<file path="config.mk">
export PLATFORM = sky130hd
export DESIGN_NAME = ddr3_cmd_queue_flat
export DESIGN_NICKNAME = d
export VERILOG_FILES = /design/src/rtl/ddr3_mem_pkg.sv /design/src/rtl/ddr3_cmd_queue_if.sv /design/src/rtl/ddr3_sync_fifo.sv /design/src/rtl/ddr3_cmd_queue.sv /design/src/flat_wrapper.sv
export SDC_FILE = /design/constraint.sdc
export NUM_CORES = 2
export LEC_CHECK = 0
export CORE_AREA = 10 10 540 542
export CTS_CLUSTER_SIZE = 30
export DETAILED_ROUTE_END_ITERATION = 10
export DIE_AREA = 0 0 550 552
export PLACE_DENSITY = 0.44
export SLEW_MARGIN = 20
export SYNTH_ARGS = -nofsm -noshare
export SYNTH_HDL_FRONTEND = slang
export SYNTH_SLANG_ARGS = --single-unit
</file>
<file path="constraint.sdc">
create_clock -name cpu_clk -period 13.75 [get_ports cpu_clk]
set_clock_uncertainty 0.15 [all_clocks]
set_input_delay 4.125 -clock cpu_clk [delete_from_list [all_inputs] [get_ports cpu_clk]]
set_output_delay 4.125 -clock cpu_clk [all_outputs]
set_load 0.02 [all_outputs]
</file>
<file path="src/rtl/ddr3_mem_pkg.sv">
// Shared DDR3 controller types: command encodings, queue entry layout and capture FSM states.
package ddr3_mem_pkg;

    localparam int unsigned CMD_W  = 3;
    localparam int unsigned BA_W   = 3;
    localparam int unsigned ADDR_W = 15;
    localparam int unsigned DATA_W = 64;
    localparam int unsigned STAT_W = 16;

    localparam logic [CMD_W-1:0] CMD_READ  = 3'b001;
    localparam logic [CMD_W-1:0] CMD_WRITE = 3'b010;

    typedef struct packed {
        logic [CMD_W-1:0]  cmd;
        logic [BA_W-1:0]   ba;
        logic [ADDR_W-1:0] addr;
    } cmd_entry_t;

    typedef enum logic {
        CQ_IDLE,
        CQ_WDATA
    } cmdq_state_t;

    // Saturating increment for the statistics counters.
    function automatic logic [STAT_W-1:0] sat_inc(input logic [STAT_W-1:0] v);
        return (&v) ? v : v + STAT_W'(1);
    endfunction

endpackage

</file>
<file path="src/rtl/ddr3_cmd_queue_if.sv">
// CPU request / controller-core bundle for ddr3_cmd_queue.
// slave = queue side, master = traffic generator / core side.
interface ddr3_cmd_queue_if;
    import ddr3_mem_pkg::*;

    logic                 cpu_addr_valid;
    logic [CMD_W-1:0]     cpu_cmd;
    logic [BA_W-1:0]      cpu_ba;
    logic [ADDR_W-1:0]    cpu_addr;
    logic [DATA_W-1:0]    cpu_wr_data;
    logic                 cpu_cmd_rdy;
    logic                 cpu_wr_data_valid;

    logic                 mc_cmd_valid;
    logic                 mc_cmd_ready;
    logic [CMD_W-1:0]     mc_cmd;
    logic [BA_W-1:0]      mc_ba;
    logic [ADDR_W-1:0]    mc_addr;
    logic [DATA_W-1:0]    mc_wr_data;
    logic                 mc_wr_data_empty;
    logic                 mc_wr_data_pop;

    logic                 cmd_err;
    logic [STAT_W-1:0]    stat_wr_cnt;
    logic [STAT_W-1:0]    stat_rd_cnt;

    modport slave (
        input  cpu_addr_valid, cpu_cmd, cpu_ba, cpu_addr, cpu_wr_data,
        output cpu_cmd_rdy, cpu_wr_data_valid,
        output mc_cmd_valid, mc_cmd, mc_ba, mc_addr, mc_wr_data, mc_wr_data_empty,
        input  mc_cmd_ready, mc_wr_data_pop,
        output cmd_err, stat_wr_cnt, stat_rd_cnt
    );

    modport master (
        output cpu_addr_valid, cpu_cmd, cpu_ba, cpu_addr, cpu_wr_data,
        input  cpu_cmd_rdy, cpu_wr_data_valid,
        input  mc_cmd_valid, mc_cmd, mc_ba, mc_addr, mc_wr_data, mc_wr_data_empty,
        output mc_cmd_ready, mc_wr_data_pop,
        input  cmd_err, stat_wr_cnt, stat_rd_cnt
    );

endinterface

</file>
<file path="src/rtl/ddr3_sync_fifo.sv">
// Single-clock first-word-fall-through FIFO. DEPTH must be a power of two (>= 2).
// Pop on empty is ignored; push on full is accepted only together with a pop.
module ddr3_sync_fifo #(
    parameter int unsigned WIDTH = 8,
    parameter int unsigned DEPTH = 4
) (
    input  logic                     clk,
    input  logic                     rst,
    input  logic                     push,
    input  logic                     pop,
    input  logic [WIDTH-1:0]         din,
    output logic [WIDTH-1:0]         dout,
    output logic                     full,
    output logic                     empty,
    output logic [$clog2(DEPTH):0]   count
);

    localparam int unsigned AW = $clog2(DEPTH);
    localparam int unsigned CW = AW + 1;

    logic [WIDTH-1:0] mem [DEPTH];
    logic [AW-1:0]    wr_ptr;
    logic [AW-1:0]    rd_ptr;
    logic             do_push;
    logic             do_pop;

    assign full    = (count == CW'(DEPTH));
    assign empty   = (count == '0);
    assign do_pop  = pop & ~empty;
    assign do_push = push & (~full | do_pop);
    assign dout    = empty ? '0 : mem[rd_ptr];

    // Pointers wrap naturally modulo DEPTH; count tracks occupancy.
    always_ff @(posedge clk or posedge rst) begin
        if (rst) begin
            wr_ptr <= '0;
            rd_ptr <= '0;
            count  <= '0;
        end else begin
            if (do_push) wr_ptr <= wr_ptr + AW'(1);
            if (do_pop)  rd_ptr <= rd_ptr + AW'(1);
            case ({do_push, do_pop})
                2'b10:   count <= count + CW'(1);
                2'b01:   count <= count - CW'(1);
                default: count <= count;
            endcase
        end
    end

    // Storage array, written on accepted push.
    always_ff @(posedge clk) begin
        if (do_push) mem[wr_ptr] <= din;
    end

endmodule

</file>
<file path="src/rtl/ddr3_cmd_queue.sv">
// CPU-side command/write-data front end of the DDR3 controller.
// Collects full write bursts before exposing the WRITE command downstream.
// Optional: define DDR3_CMDQ_STATS_EN to build the saturating READ/WRITE counters.
module ddr3_cmd_queue
    import ddr3_mem_pkg::*;
#(
    parameter int unsigned DEPTH     = 4,
    parameter int unsigned BURST_LEN = 8
) (
    input  logic                   cpu_clk,
    input  logic                   cpu_rst,
    ddr3_cmd_queue_if.slave        bus
);

    localparam int unsigned DDEPTH = DEPTH * BURST_LEN;
    localparam int unsigned CCW    = $clog2(DEPTH) + 1;
    localparam int unsigned DCW    = $clog2(DDEPTH) + 1;
    localparam int unsigned BW     = (BURST_LEN > 1) ? $clog2(BURST_LEN) : 1;
    localparam int unsigned CEW    = $bits(cmd_entry_t);

    cmdq_state_t      state_q, state_d;
    logic [BW-1:0]    beat_q, beat_d;
    cmd_entry_t       lat_q;
    logic             latch_en;
    logic             err_set;
    logic             cmd_err_q;

    logic             cmd_push;
    cmd_entry_t       cmd_din;
    cmd_entry_t       cmd_head;
    logic             cmd_full;
    logic             cmd_empty;
    logic [CCW-1:0]   cmd_count;

    logic             data_push;
    logic             data_full;
    logic             data_empty;
    logic [DCW-1:0]   data_count;
    logic [DCW-1:0]   data_free;
    logic             cmd_rdy_c;
    logic             accept_c;

    assign data_free = DCW'(DDEPTH) - data_count;
    assign cmd_rdy_c = ~cpu_rst & (state_q == CQ_IDLE) & ~cmd_full
                     & (data_free >= DCW'(BURST_LEN));
    assign accept_c  = bus.cpu_addr_valid & cmd_rdy_c;

    // Capture FSM state register and beat counter.
    always_ff @(posedge cpu_clk or posedge cpu_rst) begin
        if (cpu_rst) begin
            state_q <= CQ_IDLE;
            beat_q  <= '0;
        end else begin
            state_q <= state_d;
            beat_q  <= beat_d;
        end
    end

    // Next-state and push control for the capture FSM.
    always_comb begin
        state_d   = state_q;
        beat_d    = beat_q;
        latch_en  = 1'b0;
        err_set   = 1'b0;
        cmd_push  = 1'b0;
        cmd_din   = lat_q;
        data_push = 1'b0;
        case (state_q)
            CQ_IDLE: begin
                if (accept_c) begin
                    case (bus.cpu_cmd)
                        CMD_READ: begin
                            cmd_push = 1'b1;
                            cmd_din  = '{cmd: bus.cpu_cmd, ba: bus.cpu_ba, addr: bus.cpu_addr};
                        end
                        CMD_WRITE: begin
                            latch_en = 1'b1;
                            beat_d   = '0;
                            state_d  = CQ_WDATA;
                        end
                        default: err_set = 1'b1;
                    endcase
                end
            end
            CQ_WDATA: begin
                data_push = 1'b1;
                beat_d    = beat_q + BW'(1);
                if (beat_q == BW'(BURST_LEN - 1)) begin
                    cmd_push = 1'b1;
                    state_d  = CQ_IDLE;
                end
            end
            default: state_d = CQ_IDLE;
        endcase
    end

    // Holds the WRITE command until its burst is fully buffered.
    always_ff @(posedge cpu_clk or posedge cpu_rst) begin
        if (cpu_rst) begin
            lat_q <= '0;
        end else if (latch_en) begin
            lat_q <= '{cmd: bus.cpu_cmd, ba: bus.cpu_ba, addr: bus.cpu_addr};
        end
    end

    // Sticky invalid-command flag, cleared only by reset.
    always_ff @(posedge cpu_clk or posedge cpu_rst) begin
        if (cpu_rst) begin
            cmd_err_q <= 1'b0;
        end else if (err_set) begin
            cmd_err_q <= 1'b1;
        end
    end

    ddr3_sync_fifo #(.WIDTH(CEW), .DEPTH(DEPTH)) u_cmd_fifo (
        .clk   (cpu_clk),
        .rst   (cpu_rst),
        .push  (cmd_push),
        .pop   (bus.mc_cmd_ready),
        .din   (cmd_din),
        .dout  (cmd_head),
        .full  (cmd_full),
        .empty (cmd_empty),
        .count (cmd_count)
    );

    ddr3_sync_fifo #(.WIDTH(DATA_W), .DEPTH(DDEPTH)) u_data_fifo (
        .clk   (cpu_clk),
        .rst   (cpu_rst),
        .push  (data_push),
        .pop   (bus.mc_wr_data_pop),
        .din   (bus.cpu_wr_data),
        .dout  (bus.mc_wr_data),
        .full  (data_full),
        .empty (data_empty),
        .count (data_count)
    );

    assign bus.cpu_cmd_rdy       = cmd_rdy_c;
    assign bus.cpu_wr_data_valid = (state_q == CQ_WDATA);
    assign bus.mc_cmd_valid      = ~cmd_empty;
    assign bus.mc_cmd            = cmd_head.cmd;
    assign bus.mc_ba             = cmd_head.ba;
    assign bus.mc_addr           = cmd_head.addr;
    assign bus.mc_wr_data_empty  = data_empty;
    assign bus.cmd_err           = cmd_err_q;

`ifdef DDR3_CMDQ_STATS_EN
    logic [STAT_W-1:0] wr_cnt_q;
    logic [STAT_W-1:0] rd_cnt_q;

    // Count commands at the moment they enter the command FIFO.
    always_ff @(posedge cpu_clk or posedge cpu_rst) begin
        if (cpu_rst) begin
            wr_cnt_q <= '0;
            rd_cnt_q <= '0;
        end else begin
            if (cmd_push && (state_q == CQ_WDATA)) wr_cnt_q <= sat_inc(wr_cnt_q);
            if (cmd_push && (state_q == CQ_IDLE))  rd_cnt_q <= sat_inc(rd_cnt_q);
        end
    end

    assign bus.stat_wr_cnt = wr_cnt_q;
    assign bus.stat_rd_cnt = rd_cnt_q;
`else
    assign bus.stat_wr_cnt = '0;
    assign bus.stat_rd_cnt = '0;
`endif

    // The command FIFO never holds more than DEPTH entries.
    a_cmd_bound: assert property (@(posedge cpu_clk) disable iff (cpu_rst)
        cmd_count <= CCW'(DEPTH));

    // Space for a whole burst is reserved at accept, so data never overflows.
    a_no_data_overflow: assert property (@(posedge cpu_clk) disable iff (cpu_rst)
        !(data_full && data_push));

endmodule

</file>
<file path="src/flat_wrapper.sv">
// flat-port wrapper written by rule: the top's interface ports become plain ports
module ddr3_cmd_queue_flat import ddr3_mem_pkg::*;
#(
    parameter int unsigned DEPTH     = 4,
    parameter int unsigned BURST_LEN = 8
)
  (cpu_clk, cpu_rst, bus_cpu_addr_valid, bus_cpu_cmd, bus_cpu_ba, bus_cpu_addr, bus_cpu_wr_data, bus_cpu_cmd_rdy, bus_cpu_wr_data_valid, bus_mc_cmd_valid, bus_mc_cmd, bus_mc_ba, bus_mc_addr, bus_mc_wr_data, bus_mc_wr_data_empty, bus_mc_cmd_ready, bus_mc_wr_data_pop, bus_cmd_err, bus_stat_wr_cnt, bus_stat_rd_cnt);
  ddr3_cmd_queue_if bus_i ();
  input  logic cpu_clk;
  input  logic cpu_rst;
  input wire logic [$bits(bus_i.cpu_addr_valid)-1:0] bus_cpu_addr_valid;
  input wire logic [$bits(bus_i.cpu_cmd)-1:0] bus_cpu_cmd;
  input wire logic [$bits(bus_i.cpu_ba)-1:0] bus_cpu_ba;
  input wire logic [$bits(bus_i.cpu_addr)-1:0] bus_cpu_addr;
  input wire logic [$bits(bus_i.cpu_wr_data)-1:0] bus_cpu_wr_data;
  output wire logic [$bits(bus_i.cpu_cmd_rdy)-1:0] bus_cpu_cmd_rdy;
  output wire logic [$bits(bus_i.cpu_wr_data_valid)-1:0] bus_cpu_wr_data_valid;
  output wire logic [$bits(bus_i.mc_cmd_valid)-1:0] bus_mc_cmd_valid;
  output wire logic [$bits(bus_i.mc_cmd)-1:0] bus_mc_cmd;
  output wire logic [$bits(bus_i.mc_ba)-1:0] bus_mc_ba;
  output wire logic [$bits(bus_i.mc_addr)-1:0] bus_mc_addr;
  output wire logic [$bits(bus_i.mc_wr_data)-1:0] bus_mc_wr_data;
  output wire logic [$bits(bus_i.mc_wr_data_empty)-1:0] bus_mc_wr_data_empty;
  input wire logic [$bits(bus_i.mc_cmd_ready)-1:0] bus_mc_cmd_ready;
  input wire logic [$bits(bus_i.mc_wr_data_pop)-1:0] bus_mc_wr_data_pop;
  output wire logic [$bits(bus_i.cmd_err)-1:0] bus_cmd_err;
  output wire logic [$bits(bus_i.stat_wr_cnt)-1:0] bus_stat_wr_cnt;
  output wire logic [$bits(bus_i.stat_rd_cnt)-1:0] bus_stat_rd_cnt;
  assign bus_i.cpu_addr_valid = bus_cpu_addr_valid;
  assign bus_i.cpu_cmd = bus_cpu_cmd;
  assign bus_i.cpu_ba = bus_cpu_ba;
  assign bus_i.cpu_addr = bus_cpu_addr;
  assign bus_i.cpu_wr_data = bus_cpu_wr_data;
  assign bus_cpu_cmd_rdy = bus_i.cpu_cmd_rdy;
  assign bus_cpu_wr_data_valid = bus_i.cpu_wr_data_valid;
  assign bus_mc_cmd_valid = bus_i.mc_cmd_valid;
  assign bus_mc_cmd = bus_i.mc_cmd;
  assign bus_mc_ba = bus_i.mc_ba;
  assign bus_mc_addr = bus_i.mc_addr;
  assign bus_mc_wr_data = bus_i.mc_wr_data;
  assign bus_mc_wr_data_empty = bus_i.mc_wr_data_empty;
  assign bus_i.mc_cmd_ready = bus_mc_cmd_ready;
  assign bus_i.mc_wr_data_pop = bus_mc_wr_data_pop;
  assign bus_cmd_err = bus_i.cmd_err;
  assign bus_stat_wr_cnt = bus_i.stat_wr_cnt;
  assign bus_stat_rd_cnt = bus_i.stat_rd_cnt;
  ddr3_cmd_queue #(.DEPTH(DEPTH), .BURST_LEN(BURST_LEN)) u_core (.cpu_clk(cpu_clk), .cpu_rst(cpu_rst), .bus(bus_i));
endmodule
</file>
# Word level (Yosys, flattened, before mapping)
# Memory sizes are Yosys's and may differ from the RTL's.
# Cells that the tools add are included.
# W data, S select, Z words.
[word_totals] regBits=49 ramBits=2132 input_bits=90 out_inout_bits=122 wordCells=85 memories=2
[op_classes] addsub=10 magnitude_cmp=1 n_eq_ne=11 n_mux=27 n_bitwise=16 n_reduce_logical=6
[mem_list] memory="u_core.u_data_fifo.mem" words=32 width=64 rd=1 rd_clocked_by_memory_dff=0 write_ports=1 line="ddr3_sync_fifo.sv:21" rtl="logic [WIDTH-1:0] mem [DEPTH];"
[mem_list] memory="u_core.u_cmd_fifo.mem" words=4 width=21 rd=1 rd_clocked_by_memory_dff=0 write_ports=1 line="ddr3_sync_fifo.sv:21"
[op_table] operator="$mux W21" count=4
[op_table] operator="$mux W64" count=1
[op_table] operator="$mux W1" count=15
[op_table] operator="$pmux W3 S2" count=2
[op_table] operator="$pmux W6 S2" count=1
[op_table] operator="$add A5 B1 Y5 const B" count=2
[op_table] operator="$and A1 B1 Y1" count=8
[op_table] operator="$add A3 B1 Y3 const B" count=2
[op_table] operator="$add A6 B1 Y6 const B" count=1
[op_table] operator="$eq A3 B3 Y1 const B" count=2
[op_table] operator="$eq A6 B6 Y1 const B" count=1
[op_table] operator="$ge A6 B4 Y1 const B" count=1
[op_table] operator="$logic_not A6 Y1" count=1
[op_table] operator="$mux W3" count=2
[op_table] operator="$not A1 Y1" count=6
[op_table] operator="$sub A6 B1 Y6 const B" count=1
[op_table] operator="$sub A6 B6 Y6 const A" count=1
[op_table] operator="$add A2 B1 Y2 const B" count=2
[op_table] operator="$eq A2 B1 Y1 const B" count=2
[op_table] operator="$eq A2 B2 Y1 const B" count=2
[op_table] operator="$pmux W1 S2" count=2
[op_table] operator="$reduce_bool A2 Y1" count=2
[op_table] operator="$eq A3 B1 Y1 const B" count=1
[op_table] operator="$eq A3 B2 Y1 const B" count=1
[op_table] operator="other kinds (7)" count=8

# Logic depth before layout (Yosys ltp)
[logic_depth] ltp_word=10 ltp_mapped=13 mapped_depth_nobuf=12

# By module
# From an unflattened synthesis, not the netlist that was laid out.
[hier_totals] hier_cells=3810 hier_area_um2=83801.6
[by_module_without_submodules] module="ddr3_sync_fifo at u_core.u_data_fifo" instances=1 cells_per_inst=3501 area_each_um2=78574.1 seq_area_each_um2=61899.4
[by_module_without_submodules] module="ddr3_sync_fifo at u_core.u_cmd_fifo" instances=1 cells_per_inst=173 area_each_um2=3617.2 seq_area_each_um2=2697.6
[by_module_without_submodules] module="ddr3_cmd_queue" instances=1 cells_per_inst=136 area_each_um2=1610.3 seq_area_each_um2=650.6

# Worst setup path after synthesis
# Ideal clock, no wire load.
[synth_timing] path_type="input port to output port" startpoint="in cpu_rst" endpoint="out bus_cpu_cmd_rdy" t_arrival_ps=4869 required_time_ps=9475 slack_ps=4606 cell_stages=2 path_buffers=0 cell_sequence="a211o_1 > a211oi_2"
[synth_between] elab_chain_len=4
[synth_lines] element="start, declared" line="flat_wrapper.sv:10" rtl="input logic cpu_rst;"
[synth_lines] element="$not A1 Y1" line="ddr3_cmd_queue.sv:44" rtl="assign cmd_rdy_c = ~cpu_rst & (state_q == CQ_IDLE) & ~cmd_full"
[synth_lines] element="$and A1 B1 Y1 (2 in a row)" line="ddr3_cmd_queue.sv:44"
[synth_lines] element="$and A1 B1 Y1" line="ddr3_cmd_queue.sv:45" rtl="& (data_free >= DCW'(BURST_LEN));"
[synth_lines] element="end, declared" line="flat_wrapper.sv:16" rtl="output wire logic [$bits(bus_i.cpu_cmd_rdy)-1:0] bus_cpu_cmd_rdy;"
# Every way passes these cells.

# Final worst setup path
[layout_timing] startpoint="reg u_core.u_data_fifo.rd_ptr[3]" endpoint="out bus_mc_wr_data[6]"
[layout_between] elab_chain_len=2
[layout_lines] element="start, declared" line="ddr3_sync_fifo.sv:23" rtl="logic [AW-1:0] rd_ptr;"
[layout_lines] element="start signal, assigned" line="ddr3_sync_fifo.sv:41" rtl="if (do_pop) rd_ptr <= rd_ptr + AW'(1);"
[layout_lines] element="$mem_v2 Z32 W64"
[layout_lines] element="$mux W64" line="ddr3_sync_fifo.sv:31" rtl="assign dout = empty ? '0 : mem[rd_ptr];"
[layout_lines] element="end, declared" line="flat_wrapper.sv:22" rtl="output wire logic [$bits(bus_i.mc_wr_data)-1:0] bus_mc_wr_data;"
# Every way passes these cells.

==> results.toml <==
[run_status]
status = "finished clean"

[power_and_ir_drop]
total_power_mw = 20.4
power-per-cell-area_nw_per_um2 = 209
power_leakage_nw = 30.7
peakVddDrop_uv = 192

[clock_tree]
clock-sinks = 2181
clock_latency_ns = 0.89
htree_levels = 4
path_clk_slew_ns = 0.06
clockBufferDepth = 4
cts_resized = 0
cts_hold_buffers = 0
cts_tree = "done"
cts_made_buffers = 239
postCtsSetupBuffers = 0
cts_root_buf = "clkbuf_16"

[setup_path]
cp_max_fo = 32
end_kind = "output port"
cp_slowest_cell = "a211oi_1"
cp_cell_sequence = "buf_4 -> and2_2 -> buf_4 -> nand2b_4 -> buf_4 -> o221ai_1 -> a21oi_1 -> a211oi_1 -> clkdlybuf4s50_1"
critical-path-max-stage-delay_ns = 0.81
crit_type = "flop to output port"
cp_data_required_time_ns = 9.47
crit_path_start_kind = "flop"
crit_arrival_ns = 5.89
cp_common_cell = "buf_4"

[global_routing]
gr-total-overflow = 0
antenna_found_initial = 24
grt_pass1_vias = 41700
track_usage_pct = 15.2
grt_pass1_wl_mm = 334
grt_max_degree = 123

[finish]
area_delta_synth_final_pct = 16.3
nets = 4223
fill_cells = 26100
fin_cells = 8055
design_area_um2 = 97500
drive_above_1_share_pct = 23.9

[synth]
synth_edf_count = 2132
synth_area_um2 = 83900
synth_flop_cell = "edfxtp_1"
synth.yosys.seq_area_share_pct = 77.8
syn_inst = 3791
ys_warn_count = 0
yosysUniqueCellTypes = 53
avgSynthCellArea_um2 = 22.1
async_flop_share_pct = 2.25
ys_ff_latch = 2181

[detailed_routing]
viasPerCell = 4.98
dr.pass1.iters = 5
wire_per_inst_um = 29.6
drc = 0
ant_nets = 0
dr.first_iter.drc_count = 3522
wl_mm = 239
vias = 40100

[floorplan]
die_h_um = 552
die_w_um = 550
coreArea_um2 = 281000
dieArea_um2 = 304000
ios = 212
initial_core_util_pct = 29.9
rows = 195

[timing]
hold_viol_final = 0
tightest_slew_ns = 1.20
setup_viol = 0
relSlewSlack_pct = 20.0
final_max_slew_viol_count = 0
holdWs_ns = 0.309
fmax_mhz = 98.4
finalCriticalPeriod_ns = 10.16
fin_crit_sh_pct = 73.9
tns_ns = 0
rsz0062_at_grt = "no"

[placed_design]
placed_cells = 7617
gp_congestion = 0.686
port_buffers = 179
hpwl_mm = 121
placed_area_um2 = 90300

[hold_path]
hold_class = "flop to flop"

[job]
drv_cap = 0
## kinds of logic (layout without fill, tap and decap cells)
group / Yosys count / count (layout) / share of synthesized area (%)
XOR/XNOR: 17 / 17 / 0.178
other: 1 / 38 / 0.00447
flip-flops: 2181 / 2181 / 77.8
buffers and inverters: 267 / 751 / 1.82
adder cells (fa/ha/maj): 18 / 18 / 0.286
AO/OA/AOI/OAI: 385 / 385 / 3.68
AND/OR/NAND/NOR: 219 / 219 / 1.22
multiplexers: 703 / 703 / 15.0
## Yosys cell counts, types with 16 or more instances
| master | n | area share [%] |
|---|---|---|
| edfxtp_1 | 2132 | 76 |
| mux4_2 | 439 | 12 |
| mux2i_1 | 223 | 2.7 |
| a22oi_1 | 92 | 0.82 |
| clkbuf_1 | 80 | 0.36 |
| nor2_1 | 76 | 0.34 |
| buf_2 | 69 | 0.41 |
| nand2_1 | 56 | 0.25 |
| a211oi_1 | 55 | 0.49 |
| a22o_1 | 55 | 0.57 |
| buf_4 | 52 | 0.47 |
| dfrtp_1 | 49 | 1.5 |
| o221ai_1 | 48 | 0.50 |
| o22ai_1 | 48 | 0.36 |
| buf_6 | 31 | 0.42 |
| and2_1 | 30 | 0.22 |
| a2111oi_0 | 26 | 0.27 |
| mux2_2 | 25 | 0.34 |
| a21oi_1 | 24 | 0.14 |
| nor3_1 | 24 | 0.14 |
| a2111oi_2 | 18 | 0.32 |
| buf_1 | 16 | 0.072 |
| ha_1 | 16 | 0.24 |
| inv_1 | 16 | 0.072 |
| mux2_1 | 16 | 0.21 |
## final timing paths
| path | slack (ns) | endpoint | depth (start not counted) | start |
|---|---|---|---|---|
| max | 3.59 | bus_mc_wr_data[6] | 9 | u_core.u_data_fifo.rd_ptr[3] |
| max in group asynchronous | 8.87 | u_core.u_data_fifo.rd_ptr[1] | 3 | cpu_rst |
| max reg2reg | 8.79 | u_core.u_data_fifo.mem[19][41] | 7 | u_core.bus.cpu_wr_data_valid |
| min | 0.31 | u_core.lat_q[19] | 1 | u_core.lat_q[19] |
| min reg2reg | 0.31 | u_core.lat_q[19] | 1 | u_core.lat_q[19] |
| min in group asynchronous | 3.45 | u_core.bus.cmd_err | 2 | cpu_rst |
## final cells by class
cell class	instances	area, um^2	area share [%]
multi-input cells	1374	17500	18.0
clock buffers	319	6460	6.62
clock inverters	113	896	0.919
flip-flops and latches	2181	65300	66.9
inverters	17	66.3	0.0680
repair buffers	302	2590	2.66
diodes	6	15.0	0.0154
well taps	3743	4680	4.80
## cells in the final DEF, fill, tap and decap left out, types with 9 or more instances in the layout
cell type        count
mux2_2              25
nor2_4              34
clkbuf_16          243
nor2_1              40
a22oi_1             92
o221ai_1            48
conb_1              32
a21oi_1             24
clkbuf_1            67
buf_2               41
buf_4              117
clkinv_1            51
clkinv_2            37
a2111oi_2           20
mux2_1              16
edfxtp_1          2132
a22o_1              55
inv_1               15
ha_1                16
dfrtp_1             44
o22ai_1             48
clkbuf_8             9
a211oi_1            54
nand2_1             55
mux2i_1            223
mux4_2             439
clkdlybuf4s50_1    138
bufinv_16           12
and2_1              29
xnor2_1             14
a2111oi_0           24
nor3_1              24
## stage by stage
step	utilization (%)	setup WS, ns
4_1_cts	34.8	3.39
5_1_grt	34.7	3.45
3_5_place_dp	32.2	3.61
6_report	34.7	3.59
3_3_place_gp	32.2	3.58
2_1_floorplan	-	4.61
## power breakdown
| group | total, mW | internal [mW] | switching (mW) |
|---|---|---|---|
| clock | 6.10 | 3.50 | 2.60 |
| sequential | 7.98 | 7.77 | 0.212 |
| combinational | 6.33 | 2.60 | 3.73 |
## routing by layer
metal | share of wire, % | up-vias | GRT usage (%)
met2 | 48 | 1078 | 24.9
met3 | 5.5 | 340 | 2.77
li1 | - | 16600 | -
met5 | 0.053 | - | 0
met4 | 2.0 | 18 | 3.20
met1 | 45 | 22000 | 21.3
## sequential cells by signal (all words and copies together) (netlist names), 2 cells and up
name,count
u_core.u_data_fifo.count,6
u_core.u_cmd_fifo.count,3
u_core.u_cmd_fifo.wr_ptr,2
u_core.u_cmd_fifo.mem,84
u_core.lat_q,21
u_core.u_data_fifo.mem,2048
u_core.u_cmd_fifo.rd_ptr,2
u_core.u_data_fifo.rd_ptr,5
u_core.u_data_fifo.wr_ptr,5
u_core.beat_q,3
## worst max-delay path, delay by kind of cell, from the launching register on
family,cells,cell delay (ns)
buffers and inverters,4,2.32
AOI/OAI and AO/OA,3,1.17
DFF,1,0.70
and+or+nand+nor,2,0.69
Note: power is estimated with default switching activity, not from simulation.
